===== config.mk =====
export PLATFORM = sky130hd
export DESIGN_NAME = writeback_unit
export DESIGN_NICKNAME = d
export VERILOG_FILES = /design/src/rtl/writeback_unit_pkg.sv /design/src/rtl/writeback_unit_cc_gen.sv /design/src/rtl/writeback_unit.sv
export SDC_FILE = /design/constraint.sdc
export NUM_CORES = 1
export LEC_CHECK = 0
export ABC_AREA = 1
export BUFFER_PORTS_ARGS = -buffer_cell sky130_fd_sc_hd__buf_2
export CAP_MARGIN = 10
export CORE_UTILIZATION = 40
export DETAILED_ROUTE_END_ITERATION = 10
export GPL_TIMING_DRIVEN = 0
export PLACE_DENSITY = 0.71
export SLEW_MARGIN = 5
export SYNTH_ARGS = -nofsm -noshare
export SYNTH_HDL_FRONTEND = slang
export SYNTH_SLANG_ARGS = --single-unit

===== constraint.sdc =====
create_clock -name I_CLOCK -period 2.28 [get_ports I_CLOCK]
set_clock_uncertainty 0.2 [all_clocks]
set_input_delay 0.228 -clock I_CLOCK [delete_from_list [all_inputs] [get_ports I_CLOCK]]
set_output_delay 0.228 -clock I_CLOCK [all_outputs]
set_load 0.02 [all_outputs]

===== src/rtl/writeback_unit_pkg.sv =====
`default_nettype none
// ============================================================================
// Module      : writeback_unit_pkg
// Description : Shared widths, condition-code and FSM encodings for writeback.
// Revision    : 1.0 - initial release
// ============================================================================
package writeback_unit_pkg;

    localparam int REG_WIDTH     = 16;
    localparam int VREG_WIDTH    = 64;
    localparam int VREG_ID_WIDTH = 6;
    localparam int PC_WIDTH      = 16;
    localparam int NUM_COMPS     = VREG_WIDTH / REG_WIDTH;

    localparam logic [2:0] CC_N = 3'b100;
    localparam logic [2:0] CC_Z = 3'b010;
    localparam logic [2:0] CC_P = 3'b001;

    localparam logic [0:0] WB_IDLE = 1'b0;
    localparam logic [0:0] WB_VEC  = 1'b1;

endpackage
`default_nettype wire


===== src/rtl/writeback_unit_cc_gen.sv =====
`default_nettype none
// ============================================================================
// Module      : cc_gen
// Description : Combinational {N,Z,P} condition code from a scalar result.
// Revision    : 1.0 - initial release
// ============================================================================
module cc_gen
    import writeback_unit_pkg::*;
(
    input  logic [REG_WIDTH-1:0] i_result,
    output logic [2:0]           o_cc
);

    always_comb begin
        o_cc = CC_P;
        if (i_result[REG_WIDTH-1]) begin
            o_cc = CC_N;
        end else if (i_result == '0) begin
            o_cc = CC_Z;
        end
    end

endmodule
`default_nettype wire


===== src/rtl/writeback_unit.sv =====
`default_nettype none
// ============================================================================
// Module      : writeback_unit
// Description : Final pipeline stage; scalar/CC/branch writeback and
//               one-component-per-cycle vector register writeback.
// Revision    : 1.0 - initial release
// ============================================================================
module writeback_unit
    import writeback_unit_pkg::*;
#(
    parameter int CNT_WIDTH = 32
)
(
    input  logic                     I_CLOCK,
    input  logic                     I_RESET_N,
    input  logic                     I_LOCK,
    input  logic                     I_MW_Valid,
    input  logic [3:0]               I_DestRegIdx,
    input  logic [VREG_ID_WIDTH-1:0] I_DestVRegIdx,
    input  logic [REG_WIDTH-1:0]     I_Result,
    input  logic [VREG_WIDTH-1:0]    I_VecResult,
    input  logic                     I_RegWrite,
    input  logic                     I_VRegWrite,
    input  logic                     I_CCWrite,
    input  logic                     I_BranchTaken,
    input  logic [PC_WIDTH-1:0]      I_BranchPC,
    output logic                     O_WBStall,
    output logic                     O_RegWEn,
    output logic [3:0]               O_WriteBackRegIdx,
    output logic [REG_WIDTH-1:0]     O_WriteBackData,
    output logic                     O_CCWEn,
    output logic [2:0]               O_CCValue,
    output logic                     O_VRegWEn,
    output logic [VREG_ID_WIDTH-1:0] O_WriteBackVRegIdx,
    output logic [1:0]               O_WriteBackCompIdx,
    output logic [REG_WIDTH-1:0]     O_VecCompData,
    output logic                     O_WriteBackPCEn,
    output logic [PC_WIDTH-1:0]      O_WriteBackPC,
    output logic [3:0]               O_WBDestRegIdx,
    output logic                     O_WBDestWrite,
    output logic [CNT_WIDTH-1:0]     O_RetireCount
);

    logic [0:0]               r_state;
    logic [1:0]               r_comp;
    logic [VREG_WIDTH-1:0]    r_vec_hold;
    logic [VREG_ID_WIDTH-1:0] r_vidx_hold;

    logic                     w_accept;
    logic [2:0]               w_cc;
    logic [1:0]               w_next_comp;
    logic [REG_WIDTH-1:0]     w_comp_data;
    logic [REG_WIDTH-1:0]     w_comps [NUM_COMPS];

    assign w_accept    = I_LOCK & I_MW_Valid & ~O_WBStall;
    assign w_next_comp = r_comp + 2'd1;

    genvar gi;
    generate
        for (gi = 0; gi < NUM_COMPS; gi++) begin : g_comp
            assign w_comps[gi] = r_vec_hold[gi*REG_WIDTH +: REG_WIDTH];
        end
    endgenerate

    assign w_comp_data = w_comps[w_next_comp];

    cc_gen u_cc_gen (
        .i_result (I_Result),
        .o_cc     (w_cc)
    );

    always_ff @(posedge I_CLOCK or negedge I_RESET_N) begin
        if (!I_RESET_N) begin
            r_state            <= WB_IDLE;
            r_comp             <= '0;
            r_vec_hold         <= '0;
            r_vidx_hold        <= '0;
            O_WBStall          <= 1'b0;
            O_RegWEn           <= 1'b0;
            O_WriteBackRegIdx  <= '0;
            O_WriteBackData    <= '0;
            O_CCWEn            <= 1'b0;
            O_CCValue          <= '0;
            O_VRegWEn          <= 1'b0;
            O_WriteBackVRegIdx <= '0;
            O_WriteBackCompIdx <= '0;
            O_VecCompData      <= '0;
            O_WriteBackPCEn    <= 1'b0;
            O_WriteBackPC      <= '0;
            O_WBDestRegIdx     <= '0;
            O_WBDestWrite      <= 1'b0;
            O_RetireCount      <= '0;
        end else begin
            // Strobes are pulses: cleared unless this edge produces a write.
            O_RegWEn        <= 1'b0;
            O_CCWEn         <= 1'b0;
            O_VRegWEn       <= 1'b0;
            O_WriteBackPCEn <= 1'b0;
            O_WBDestWrite   <= 1'b0;

            if (w_accept) begin
                O_RetireCount <= O_RetireCount + CNT_WIDTH'(1);
            end

            case (r_state)
                WB_IDLE: begin
                    if (w_accept) begin
                        O_RegWEn        <= I_RegWrite;
                        O_WBDestWrite   <= I_RegWrite;
                        O_CCWEn         <= I_CCWrite;
                        O_WriteBackPCEn <= I_BranchTaken;
                        if (I_RegWrite) begin
                            O_WriteBackRegIdx <= I_DestRegIdx;
                            O_WriteBackData   <= I_Result;
                            O_WBDestRegIdx    <= I_DestRegIdx;
                        end
                        if (I_CCWrite) begin
                            O_CCValue <= w_cc;
                        end
                        if (I_BranchTaken) begin
                            O_WriteBackPC <= I_BranchPC;
                        end
                        // Component 0 goes out straight from the input; the
                        // hold register feeds components 1..3.
                        if (I_VRegWrite) begin
                            r_state            <= WB_VEC;
                            r_comp             <= 2'd0;
                            r_vec_hold         <= I_VecResult;
                            r_vidx_hold        <= I_DestVRegIdx;
                            O_VRegWEn          <= 1'b1;
                            O_WriteBackVRegIdx <= I_DestVRegIdx;
                            O_WriteBackCompIdx <= 2'd0;
                            O_VecCompData      <= I_VecResult[REG_WIDTH-1:0];
                            O_WBStall          <= 1'b1;
                        end
                    end
                end
                WB_VEC: begin
                    if (I_LOCK) begin
                        r_comp             <= w_next_comp;
                        O_VRegWEn          <= 1'b1;
                        O_WriteBackVRegIdx <= r_vidx_hold;
                        O_WriteBackCompIdx <= w_next_comp;
                        O_VecCompData      <= w_comp_data;
                        if (w_next_comp == 2'd3) begin
                            r_state   <= WB_IDLE;
                            O_WBStall <= 1'b0;
                        end
                    end
                end
            endcase
        end
    end

endmodule
`default_nettype wire


==> summary.txt <==
Placement
  – Count of input and output buffers: 218
  – Gpl congestion: 0.881
  – Pre-CTS WS: -428 ps
  – DP HPWL: about 15000 µm

Finish
  – Area Growth Syn to Fin: 41.0%
  – Fin nets: 1447
  – Util after Layout: 58.1%
  – Layout cells sized above 1: 21.9%

Clock tree
  – CTS clk-pin slew, worst paths: 70 ps
  – H-tree Lvls: 4
  – Sink Count: 171
  – TritonCTS clock tree: yes
  – Clock Latency Late Sink: 420 ps
  – CTS Buf Count: 17
  – CTS max path bufs: 2
  – CTS root buf: clkbuf_16

Power
  – Leak Pwr: 5.88 nW
  – PwrDens: 1170 mW/mm²
  – VDD IR-drop max: 558 µV

Run
  – Max-Cap Viols: 0

Floorplan
  – Total die area: 0.0200 mm²
  – Row count: 50
  – Number of top-level pins: around 220
  – Initial Util: between 40 and 50%
  – Chip width: around 140 µm
  – Core Region: 0.0189 mm²
  – Die height: 141 µm

Worst setup path
  – CP max FO: 10
  – Critical path launch point type: register
  – WS Path Type: register to register
  – Critical Path End Type: register
  – WP data arrival: 2290 ps
  – FF-to-FF path depth: 9
  – Worst path required time: 2380 ps

Timing
  – Final setup viols: 0
  – Tmin final: 2190 ps
  – Max Slew Vio Count: 0
  – Fmax: 457 MHz
  – Final period utilization: 96.0%
  – Endpoints failing hold: 0
  – Final worst slack: around 90 ps
  – Max-slew headroom: 61.6%
  – Worst-Margin Slew: 576 ps

Route
  – Drt first pass iters: 5
  – Total Wirelength: 22900 µm
  – Antenna viol nets, final: 0
  – Iter 0 DRT Violations: 457
  – Drt wl/cell: 14.3 µm
  – Vias per inst: ~4.8
  – Vias: 7668
  – # DRC: 0

Global route
  – GRT overflow: 0
  – Met3 usage: under 10%
  – First-pass GRT wire length: 37300 µm
  – Largest net degree at the start of global routing: 102
  – Initial antenna violation count: 0
  – M1 GR Usage: 31.0%
  – Overall routing resource usage: between 20% and 30%
  – Vias in the first global route: 7558
  – GRT busiest layer: met2
  – Met2 Use GR: 38.7%

Synth
  – Post-Syn Area per Cell: ~7.9 µm²
  – Fraction of registers with async set/reset: 100%
  – Cell with the most instances after synthesis: nand2_1
  – Synth Flop Type: dfrtp_1
  – Synth top area cells: dfrtp_1 55%, nand2_1 22%, inv_1 3.8%
  – Yosys cell types: 26
  – Post-synth top area share: 55.0%
  – Synth Register Bits: about 170
  – Area of the mapped netlist: 0.00778 mm²
  – Warnings, synthesis: 0
  – Post-synth EDFFs: 0
  – Synth cell count leaders: 455 x nand2_1, 171 x dfrtp_1, 79 x inv_1, 59 x nand3_1, 56 x o21ai_0
  – Area leader, netlist: dfrtp_1
  – Post-Syn Nets: 1095
  – Post-Syn Instances: 979
  – Register area share after synthesis: 55.0%

Min path
  – Hold WC Path Type: input port to async pin

Outcome
  – Status: complete, no violations
==> cell families (layout without fill, tap and decap cells) <==
logic type      after synthesis  after routing  share of synthesized area, %
compound gates               81             81                          5.40
flops                       171            171                          55.0
simple gates                582            582                          30.8
buf+inv                     126            491                          6.56
fa+ha+maj                     2              2                         0.322
other cells                   0              1                             0
xor+xnor                     17             17                          1.91
==> power by group <==
part           switching (mW)  internal, mW
Clock                    1.23          1.54
Combinational            3.30          1.82
Sequential              0.723          4.27
==> critical path, cell delays in order (launching register included) <==
cell      delay [ps]
dfrtp_2          470
inv_4            100
buf_6            150
ha_1             230
buf_2            200
inv_4            120
clkbuf_8         170
nand3_1          140
a21oi_1          180
o21ai_0          100
==> worst paths after layout <==
path                       slack [ps]                       endpoint                  startpoint
setup reg to reg                   90   O_VecCompData[7]$_DFFE_PN0P_       r_comp[0]$_DFFE_PN0P_
hold reg to reg                   270     r_vec_hold[45]$_DFFE_PN0P_  r_vec_hold[45]$_DFFE_PN0P_
max in group asynchronous         850   O_VecCompData[7]$_DFFE_PN0P_                   I_RESET_N
min in group I_CLOCK              180   O_VecCompData[2]$_DFFE_PN0P_                 I_VRegWrite
hold / removal                    160  O_RetireCount[22]$_DFFE_PN0N_                   I_RESET_N
setup / recovery                   90   O_VecCompData[7]$_DFFE_PN0P_       r_comp[0]$_DFFE_PN0P_
==> placed cells by master, fill, tap and decap left out, drive strengths merged, types with 2 or more instances in the layout <==
cell / netlist / routed
nand2: 460 / 460
buf: 22 / 244
dfrtp: 171 / 171
dlygate4sd3: 0 / 112
inv: 81 / 84
nand3: 60 / 60
o21ai: 58 / 58
clkbuf: 22 / 40
nor2: 38 / 38
nand4: 19 / 19
a21oi: 17 / 17
xnor2: 9 / 9
xor2: 8 / 8
clkinv: 1 / 8
o211ai: 6 / 6
nand3b: 4 / 4
ha: 2 / 2
clkinvlp: 0 / 2
==> per-stage QoR <==
stage / area (µm²) / TNS, ps / instances / hold slack (ps) / power, mW
finish: 11000 / 0 / 1605 / 162 / 12.9
global route: 11000 / -3.12 / 1604 / 198 / 13.8
CTS: 10900 / 0 / 1601 / 174 / 12.8
detailed placement: 9240 / -4590 / 1458 / 24.1 / 9.80
global placement: 9200 / -338160 / 1457 / 222 / 9.65
floorplan: 7790 / 0 / 979 / -268 / 8.02
==> registers in the layout, indices dropped and copies added (netlist names) <==
signal / count
O_CCValue: 3
r_vidx_hold: 6
O_WBDestRegIdx: 4
O_VecCompData: 16
r_state: 1
r_comp: 2
O_WBStall: 1
O_WriteBackVRegIdx: 6
O_WBDestWrite: 1
O_RetireCount: 32
O_WriteBackPCEn: 1
O_VRegWEn: 1
O_CCWEn: 1
r_vec_hold: 64
O_WriteBackPC: 16
O_WriteBackData: 16
==> area by class of cell <==
class / instances / area, µm²
Timing Repair Buffer: 334 / 2270
Tap cell: 260 / 325
Antenna cell: 1 / 2.50
Buffer: 43 / 218
Inverter: 82 / 313
Clock inverter: 13 / 118
Sequential cell: 171 / 4280
Clock buffer: 19 / 443
Multi-Input combinational cell: 682 / 3000
Fill cell: 1706 / 7920
==> what timing repair did <==
item	in CTS	in global routing
hold buffers	112	0
hold endpoints to repair	201	0
resized for setup	8	4
endpoints found under the setup margin	17	21
setup buffers	0	3
==> routing by layer <==
layer  vias up  routed length [µm]  share of wire, %
li1       3750                   -                 -
met1      3572               10200                44
met2       291               10800                47
met3        55                1210               5.3
met4         0                 723               3.2
met5         -                   0                 0
(Power assumes the default switching activity.)
